`src/rtl/pdm_density_pkg.sv`:
```
// pdm_density_pkg: shared widths and hysteresis target encoding for pdm_density_meter.
package pdm_density_pkg;

    typedef enum logic [1:0] {
        TGT_HOLD = 2'd0,
        TGT_SET  = 2'd1,
        TGT_CLR  = 2'd2
    } tgt_e;

    function automatic int cnt_w(input int win_log2);
        return win_log2 + 1;
    endfunction

    function automatic int run_w(input int deb);
        return (deb < 1) ? 1 : $clog2(deb + 1);
    endfunction

endpackage

```
`src/rtl/pdm_density_chan.sv`:
```
// pdm_density_chan: one channel's ones accumulator, hysteresis compare and optional debounce.
// PDM_DENSITY_DEBOUNCE_EN enables the consecutive-window debounce on det.
module pdm_density_chan
    import pdm_density_pkg::*;
#(
    parameter  int WIN_LOG2 = 8,
    parameter  int DEB      = 2,
    localparam int CNT_W    = cnt_w(WIN_LOG2)
) (
    input  logic             clk,
    input  logic             rst,
    input  logic             clr,
    input  logic             sig,
    input  logic             win_end,
    input  logic [CNT_W-1:0] thr_hi,
    input  logic [CNT_W-1:0] thr_lo,
    output logic [CNT_W-1:0] count,
    output logic             det
);

    localparam int RUN_W = run_w(DEB);
`ifdef PDM_DENSITY_DEBOUNCE_EN
    localparam bit DEB_EN = 1'b1;
`else
    localparam bit DEB_EN = 1'b0;
`endif

    logic [CNT_W-1:0] acc_q, acc_d, count_q, count_d, total;
    logic [RUN_W-1:0] run_q, run_d, run_inc;
    logic             det_q, det_d, want, flip;
    tgt_e             tgt;

    assign total = acc_q + CNT_W'(sig);
    // Set is tested first so an inverted threshold pair still resolves to 1.
    assign tgt   = (total >= thr_hi) ? TGT_SET : (total < thr_lo) ? TGT_CLR : TGT_HOLD;
    assign want  = (tgt == TGT_SET) || ((tgt == TGT_HOLD) && det_q);

    assign run_inc = run_q + 1'b1;
    assign flip    = (want != det_q) && (run_inc == RUN_W'(DEB));

    assign acc_d   = (clr || win_end) ? '0 : total;
    assign count_d = win_end ? total : count_q;
    assign run_d   = !DEB_EN ? '0 : !win_end ? run_q : ((want == det_q) || flip) ? '0 : run_inc;
    assign det_d   = !win_end ? det_q : !DEB_EN ? want : flip ? ~det_q : det_q;

    always_ff @(posedge clk or negedge rst) begin
        if (!rst) begin
            acc_q   <= '0;
            count_q <= '0;
            run_q   <= '0;
            det_q   <= 1'b0;
        end else begin
            acc_q   <= acc_d;
            count_q <= count_d;
            run_q   <= run_d;
            det_q   <= det_d;
        end
    end

    assign count = count_q;
    assign det   = det_q;

endmodule

```
`src/rtl/pdm_density_meter.sv`:
```
// pdm_density_meter: multi-channel pulse-density meter with shared window counter and strobe.
// Define PDM_DENSITY_DEBOUNCE_EN to require DEB agreeing windows before det changes.
module pdm_density_meter
    import pdm_density_pkg::*;
#(
    parameter  int CH       = 1,
    parameter  int WIN_LOG2 = 8,
    parameter  int DEB      = 2,
    localparam int CNT_W    = cnt_w(WIN_LOG2)
) (
    input  logic                clk,
    input  logic                rst,
    input  logic                clr,
    input  logic [CH-1:0]       sig_in,
    input  logic [CNT_W-1:0]    thr_hi,
    input  logic [CNT_W-1:0]    thr_lo,
    output logic [CH*CNT_W-1:0] count,
    output logic                count_valid,
    output logic [CH-1:0]       det
);

    logic [WIN_LOG2-1:0] win_q, win_d;
    logic                valid_q, win_end;

    // A clear on the last sample of a window suppresses that window's publication.
    assign win_end = (&win_q) && !clr;
    assign win_d   = clr ? '0 : win_q + 1'b1;

    always_ff @(posedge clk or negedge rst) begin
        if (!rst) begin
            win_q   <= '0;
            valid_q <= 1'b0;
        end else begin
            win_q   <= win_d;
            valid_q <= win_end;
        end
    end

    assign count_valid = valid_q;

    for (genvar i = 0; i < CH; i++) begin : g_ch
        pdm_density_chan #(
            .WIN_LOG2(WIN_LOG2),
            .DEB     (DEB)
        ) u_chan (
            .clk    (clk),
            .rst    (rst),
            .clr    (clr),
            .sig    (sig_in[i]),
            .win_end(win_end),
            .thr_hi (thr_hi),
            .thr_lo (thr_lo),
            .count  (count[i*CNT_W +: CNT_W]),
            .det    (det[i])
        );
    end

endmodule

```
`config.mk`:
```
export PLATFORM = sky130hd
export DESIGN_NAME = pdm_density_meter
export DESIGN_NICKNAME = d
export VERILOG_FILES = /design/src/rtl/pdm_density_pkg.sv /design/src/rtl/pdm_density_chan.sv /design/src/rtl/pdm_density_meter.sv
export SDC_FILE = /design/constraint.sdc
export NUM_CORES = 1
export LEC_CHECK = 0
export BUFFER_PORTS_ARGS = -buffer_cell sky130_fd_sc_hd__buf_2
export CORE_MARGIN = 2
export CORE_UTILIZATION = 31
export DETAILED_ROUTE_END_ITERATION = 10
export PLACE_DENSITY = 0.56
export SYNTH_ARGS = -nofsm -noshare
export SYNTH_HDL_FRONTEND = slang
export SYNTH_SLANG_ARGS = --single-unit
```
`constraint.sdc`:
```
create_clock -name clk -period 2.3 [get_ports clk]
set_input_delay 0.115 -clock clk [delete_from_list [all_inputs] [get_ports clk]]
set_output_delay 0.115 -clock clk [all_outputs]
set_load 0.05 [all_outputs]
```
==> key figures, run 1 <==
Status
  – Status: finished clean

Power
  – Maximum VDD drop: 0.4573 mV
  – Power Density: 433.7 mW/mm^2
  – Overall power: 0.9246 mW
  – Lkg Pwr: 1.137 nW

Clocking
  – CTS clk-pin slew, worst paths: 0.09 ns
  – H-tree level count: 1
  – CTS max path bufs: 2
  – CTS tree: yes
  – Number of CTS-inserted buffers: 3
  – Worst skew pair latency: 0.28 ns
  – CTS root buf: clkbuf_8
  – Clk sinks: 28

Detailed routing
  – Pre-antenna DRT Iters: 2
  – Antenna Violating Nets Remaining: 0
  – Vias: 1230
  – Via density: 4.362
  – # DRC: 0
  – Iteration-0 DRC Markers: 30
  – Final WL: 3.052 mm
  – Wire per inst: 10.82 um

Place
  – Final Wtd Congestion: 0.7603
  – Hpwl dp: 2.349 mm
  – Area post-placement: 0.001877 mm^2
  – IO Port Bufs: 32
  – DP Cell Count: 275

Cells and area
  – Layout net count: 255
  – Fraction of final layout cells sized beyond drive strength 1: 0.3491
  – Finished Layout Cells: 282
  – Final instance area: 0.002132 mm^2
  – Layout area overhead: 33.96%
  – Multi-input logic area: 942.2 um^2
  – Fillers: 480
  – Diodes inserted: 0
  – Reg area: 700.7 um^2

Yosys
  – Synth warn: 0
  – Asr flop ratio synth: 1.000
  – Dominant synthesized flop cell: dfrtp_1
  – Post-Syn Area: 0.001592 mm^2
  – EDFF count, synth: 0
  – Seq cells post-synth: 28
  – Seq/Total Area, Yosys: 0.4403
  – Synth Net Count: 210
  – Mean Syn Cell Area: 9.473 um^2
  – Area share of the largest cell type after synthesis: 0.4403
  – Top post-synthesis cells by area: dfrtp_1, ha_1, inv_1, nor2_1, xor2_1
  – Cells after Synth: 168
  – Synth cell types: 25
  – Synth area leader: dfrtp_1

Critical path
  – Worst Path Arrival: 2.36 ns
  – CP Launch Type: flop
  – Worst Setup End Kind: flop
  – WS Path Type: flop to flop
  – Crit path max fanout: 3
  – Critical Path RT: 2.48 ns

Floorplanning
  – Die height: 75.65 um
  – Full die area: 0.005723 mm^2
  – Ports: 33
  – Core area: 0.005042 mm^2
  – Rows: 26
  – Starting Density: 0.3156
  – Die W: 75.65 um

STA
  – Tcrit/Tclk final: 0.9480
  – Worst Skew: 0.002064 ns
  – Final setup violating endpoints: 0
  – Max-slew violations: 0
  – Slew headroom: 0.5845
  – Fin. Hold Viols: 0
  – Fmax: 0.4586 GHz
  – Shortest period the worst path allows: 2.180 ns
  – Min Hold Slack: 0.1058 ns
  – Worst-margin pin slew: 0.6233 ns

GRT
  – GRT Overall Usage: 0.1205
  – Largest net degree at the start of global routing: 29
  – Grt ovf: 0
  – First-pass GRT wire length: 5.237 mm
  – Vias in the first global route: 1242
  – Initial antenna violation count: 0

Flow run
  – Max Cap Violations: 0

Worst hold path
  – Hold Crit Class: input pin to flop
[report_power, final]
part | total (mW) | switching (mW) | leakage [nW] | internal, mW
Clock | 0.309 | 0.156 | 0.0288 | 0.154
Combinational | 0.107 | 0.0557 | 0.721 | 0.0516
Sequential | 0.508 | 0.00860 | 0.387 | 0.500
Total | 0.925 | 0.220 | 1.14 | 0.705
[layout make-up]
| cell class | instances | share of cell area |
|---|---|---|
| clock buffer | 4 | 0.02582 |
| sequential | 28 | 0.3286 |
| inverter | 25 | 0.04401 |
| tap | 70 | 0.04108 |
| timing repair buffer | 44 | 0.1185 |
| multi-input combinational | 111 | 0.4419 |
[sequential cells by signal, indices dropped and copies added, names as in the netlist]
name and cells:
g_ch.u_chan.count 9, count_valid 1, g_ch.u_chan.acc_q 9, g_ch.u_chan.det 1, win_q 8
[kinds of logic (layout without fill, tap and decap cells)]
kind of cell,after synthesis,in the layout,share of synthesized area
adders and majority gates,20,20,0.1572
muxes,2,2,0.01415
buffers and inverters,29,73,0.07783
and+or+nand+nor,53,53,0.1557
xor gates and xnor gates,12,12,0.06604
AOI/OAI and AO/OA,24,24,0.08883
DFF,28,28,0.4403
[cell usage in the layout, fill, tap and decap left out, types with 2 or more instances in the layout]
master / count
nand3_1: 5
buf_4: 11
and4_1: 2
a21oi_2: 2
a21o_1: 2
xnor2_1: 2
a21oi_1: 11
inv_1: 23
clkbuf_8: 4
xor2_2: 3
a31oi_1: 2
ha_1: 13
ha_4: 7
nor2b_1: 3
buf_2: 32
nor2_1: 23
mux2_2: 2
o21ai_0: 3
xor2_1: 5
nand2_1: 7
nand3_2: 2
inv_2: 2
dfrtp_1: 28
nand4_1: 3
xnor2_2: 2
[critical path, cell delays in order (launching register included)]
cell and delay, ns:
dfrtp_1 0.41, ha_4 0.18, ha_4 0.17, nand3_4 0.08, xor2_2 0.17, inv_1 0.08
ha_1 0.29, a21o_1 0.17, a31oi_1 0.20, o211ai_2 0.09, a22o_1 0.23
[what timing repair did]
action | CTS | global route
pin swaps | 3 | 8
hold endpoints to repair | 28 | 0
hold buffers | 1 | 0
setup endpoints to repair | 1 | 1
setup buffers | 1 | 1
gates resized for setup | 6 | 22
[per-layer routing]
layer	track usage	wire length (um)	vias up
li1	-	-	636
met1	0.1393	1314	575
met2	0.2242	1631	15
met3	0.02778	83	4
met4	0.02924	23	0
met5	0	0	-
[synth_stat cells, types with 2 or more instances]
cell,number
nor2b_1,3
xor2_1,8
nand4_1,3
nand2_1,7
ha_1,20
o21ai_0,4
mux2_2,2
clkbuf_1,2
buf_6,2
a21oi_1,13
nor2_1,25
nand3_1,8
inv_1,25
and3_1,2
and4_1,2
xnor2_1,4
a31oi_1,2
a21o_1,2
dfrtp_1,28
[worst paths after layout]
path	to	cells after the start	start	slack (ns)
setup / recovery	g_ch[0].u_chan.det	10	g_ch[0].u_chan.acc_q[0]	0.12
hold / removal	win_q[5]	2	clr	0.11
setup reg to reg	g_ch[0].u_chan.det	10	g_ch[0].u_chan.acc_q[0]	0.12
hold reg to reg	win_q[0]	1	win_q[0]	0.49
max in group asynchronous	g_ch[0].u_chan.count[8]	2	rst	1.52
min in group asynchronous	win_q[4]	2	rst	0.38
[through the flow]
stage / setup slack [ns] / utilization / TNS (ns)
finish: 0.1197 / 0.4228 / 0
global route: -0.02065 / 0.4228 / -0.02065
CTS: 0.0006235 / 0.3916 / 0
detailed placement: -0.1062 / 0.3722 / -0.1062
global placement: -0.07816 / 0.3722 / -0.07816
floorplan: 0.05859 / - / 0
(Power assumes the default switching activity.)
==> run 2, diff against run 1 <==
Settings changed: CORE_ASPECT_RATIO from default to 1.2.
==> run 2 against run 1 <==
Effect of this change:
- power shrank 0.46%
- critical endpoint unchanged
- via count is 2.9% higher
- sequential power is essentially flat
- sequential share of layout area is 0.096 points lower
- clock power down 2%
- utilization is 1.0 points higher
- routed wire length rose by 2.9%
- combinational power hardly changed
- non-clock buffer count rose by 4
- clock-buffer cell count did not move
- first-iteration DRC count is 13% lower
- clock skew fell by 0.00057 ns
==> key figures, run 2 (synthesis results as in run 1) <==
STA
  – Fmax: 0.4417 GHz (-3.7%)
  – Shortest period the worst path allows: 2.264 ns (+0.08384 ns)
  – Tcrit/Tclk final: 0.9844 (+0.03645)
  – Final setup violating endpoints: 0 (unchanged)
  – Slew headroom: 0.5904 (+0.005962)
  – Worst-margin pin slew: 0.6144 ns (-0.008942 ns)
  – Unrepaired setup endpoints after global routing: yes
  – Max-slew violations: 0 (unchanged)
  – Fin. Hold Viols: 0 (unchanged)
  – Worst Skew: 0.001493 ns (-0.0005712 ns)
  – Min Hold Slack: 0.1152 ns (+0.009403 ns)

Cells and area
  – Final core utilization: 0.4329 (+0.01005)
  – Layout net count: 259 (+1.6%)
  – Diodes inserted: 0 (unchanged)
  – Fillers: 486 (+1.3%)
  – Layout area overhead: 34.36%
  – Commonest non-fill, non-tap cell in the layout: buf_2
  – Fraction of final layout cells sized beyond drive strength 1: 0.3472 (-0.001834)
  – Most frequent cells in the layout: buf_2, dfrtp_1, nor2_1, inv_1, buf_4
  – Final instance area: 0.002138 mm^2 (+0.29%)

Clocking
  – CTS root buf: clkbuf_8
  – H-tree level count: 1 (unchanged)
  – Number of CTS-inserted buffers: 3 (unchanged)
  – CTS tree: yes
  – Clk sinks: 28 (unchanged)
  – Worst skew pair latency: 0.27 ns (about the same)
  – CTS max path bufs: 2 (unchanged)
  – CTS clk-pin slew, worst paths: 0.09 ns (about the same)

Critical path
  – Worst Setup End Kind: flop
  – Internal reg-to-reg setup slack: 0.04 ns (-0.08 ns)
  – CP max-delay cell: dfrtp_1
  – Worst Path Arrival: 2.44 ns (+0.08 ns)
  – CP Launch Type: flop
  – Bufs and invs on worst path: 1 (unchanged)
  – Worst-path cell chain: ha_4, ha_4, nand3_4, xor2_1, inv_1, ha_1, a21o_1, a31oi_2, o211ai_2, a22o_1
  – Critical Path RT: 2.47 ns (about the same)
  – Top cell by count, worst path: ha_4
  – WS Path Type: flop to flop
  – Top delay family on crit path: compound AO/OA/AOI/OAI gates
  – Crit path max fanout: 3 (unchanged)
  – Slowest cell delay on critical path: 0.41 ns (about the same)

Place
  – Final Wtd Congestion: 0.7317 (-3.8%)
  – Area post-placement: 0.001879 mm^2 (+0.13%)
  – Hpwl dp: 2.357 mm (+0.37%)
  – IO Port Bufs: 32 (unchanged)

Detailed routing
  – # DRC: 0 (unchanged)
  – Wire per inst: 11.37 um (+5.1%)
  – Vias: 1266 (+2.9%)
  – Iteration-0 DRC Markers: 26 (-13%)
  – Antenna Violating Nets Remaining: 0 (unchanged)
  – Pre-antenna DRT Iters: 4 (+2)
  – Via density: 4.587 (+5.2%)
  – Final WL: 3.139 mm (+2.9%)

GRT
  – First-pass GRT wire length: 5.354 mm (+2.2%)
  – GR peak layer: met2
  – GRT Overall Usage: 0.1173 (-0.003249)
  – Met2 Track Usage GR: 0.2135 (-0.01069)
  – Met3 usage in global routing: 0.03034 (+0.002562)
  – Largest net degree at the start of global routing: 29 (unchanged)
  – Initial antenna violation count: 0 (unchanged)
  – Grt ovf: 0 (unchanged)
  – Vias in the first global route: 1231 (-0.89%)
  – Met1 Use GR: 0.1439 (+0.004642)

Power
  – Power Density: 430.4 mW/mm^2 (-0.75%)
  – Lkg Pwr: 1.153 nW (+1.4%)
  – Maximum VDD drop: 0.3234 mV (-29%)

Floorplanning
  – Die height: 82.49 um (+9.0%)
  – Core area: 0.004940 mm^2 (-2.0%)
  – Starting Density: 0.3222 (+0.006556)
  – Full die area: 0.005726 mm^2 (about the same)
  – Rows: 28 (+7.7%)
  – Ports: 33 (unchanged)
  – Die W: 69.41 um (-8.2%)

Worst hold path
  – Hold Crit Class: input pin to flop

Status
  – Status: finished clean

Flow run
  – Max Cap Violations: 0 (unchanged)
run 2: cell count changes in the layout (fill, tap and decap cells not counted), sizes merged:
cell,change
buf,+4
run 2: routing by layer:
metal / share of wire / vias to the layer above / wire (um)
met2: 0.53 / 22 / 1673
met5: 0 / - / 0
met4: 0.0061 / 0 / 19
met3: 0.038 / 4 / 120
met1: 0.42 / 592 / 1326
li1: - / 648 / -
run 2: final cells by class:
cell class	count	area, um^2	share of cell area
clock buffers	4	55.05	0.02575
inverters	25	93.84	0.04389
multi-input cells	111	930.9	0.4353
flip-flops and latches	28	700.7	0.3277
well taps	60	75.07	0.03511
repair buffers	48	282.8	0.1322
run 2: worst paths after layout:
check | startpoint | depth (start not counted) | to
setup reg to reg | g_ch[0].u_chan.acc_q[0] | 10 | g_ch[0].u_chan.det
hold reg to reg | win_q[0] | 1 | win_q[0]
min in group asynchronous | rst | 2 | win_q[6]
max in group asynchronous | rst | 2 | g_ch[0].u_chan.count[7]
hold / removal | clr | 2 | win_q[1]
setup / recovery | g_ch[0].u_chan.acc_q[0] | 10 | g_ch[0].u_chan.det
run 2: per-stage QoR:
| step | setup slack [ns] | cells | TNS (ns) | power, mW |
|---|---|---|---|---|
| CTS | 0.01198 | 275 | 0 | 0.9312 |
| global placement | -0.09685 | 267 | -0.09685 | 0.6105 |
| floorplan | 0.05859 | 168 | 0 | 0.5690 |
| global route | -0.04038 | 276 | -0.04038 | 0.9734 |
| finish | 0.03584 | 276 | 0 | 0.9203 |
| detailed placement | -0.1865 | 267 | -0.1865 | 0.6124 |
run 2: what timing repair did:
action                                 in CTS  in global routing
endpoints found under the hold margin      28                  0
pin swaps                                   6                  7
setup buffers                               3                  1
gates resized for setup                    13                 14
hold buffers                                1                  0
setup endpoints to repair                   1                  1
run 2: report_power, final:
part	leakage, nW	switching, mW	total, mW	internal, mW
clock network	0.0288	0.150	0.303	0.153
registers	0.387	0.00853	0.508	0.500
logic	0.737	0.0564	0.109	0.0528
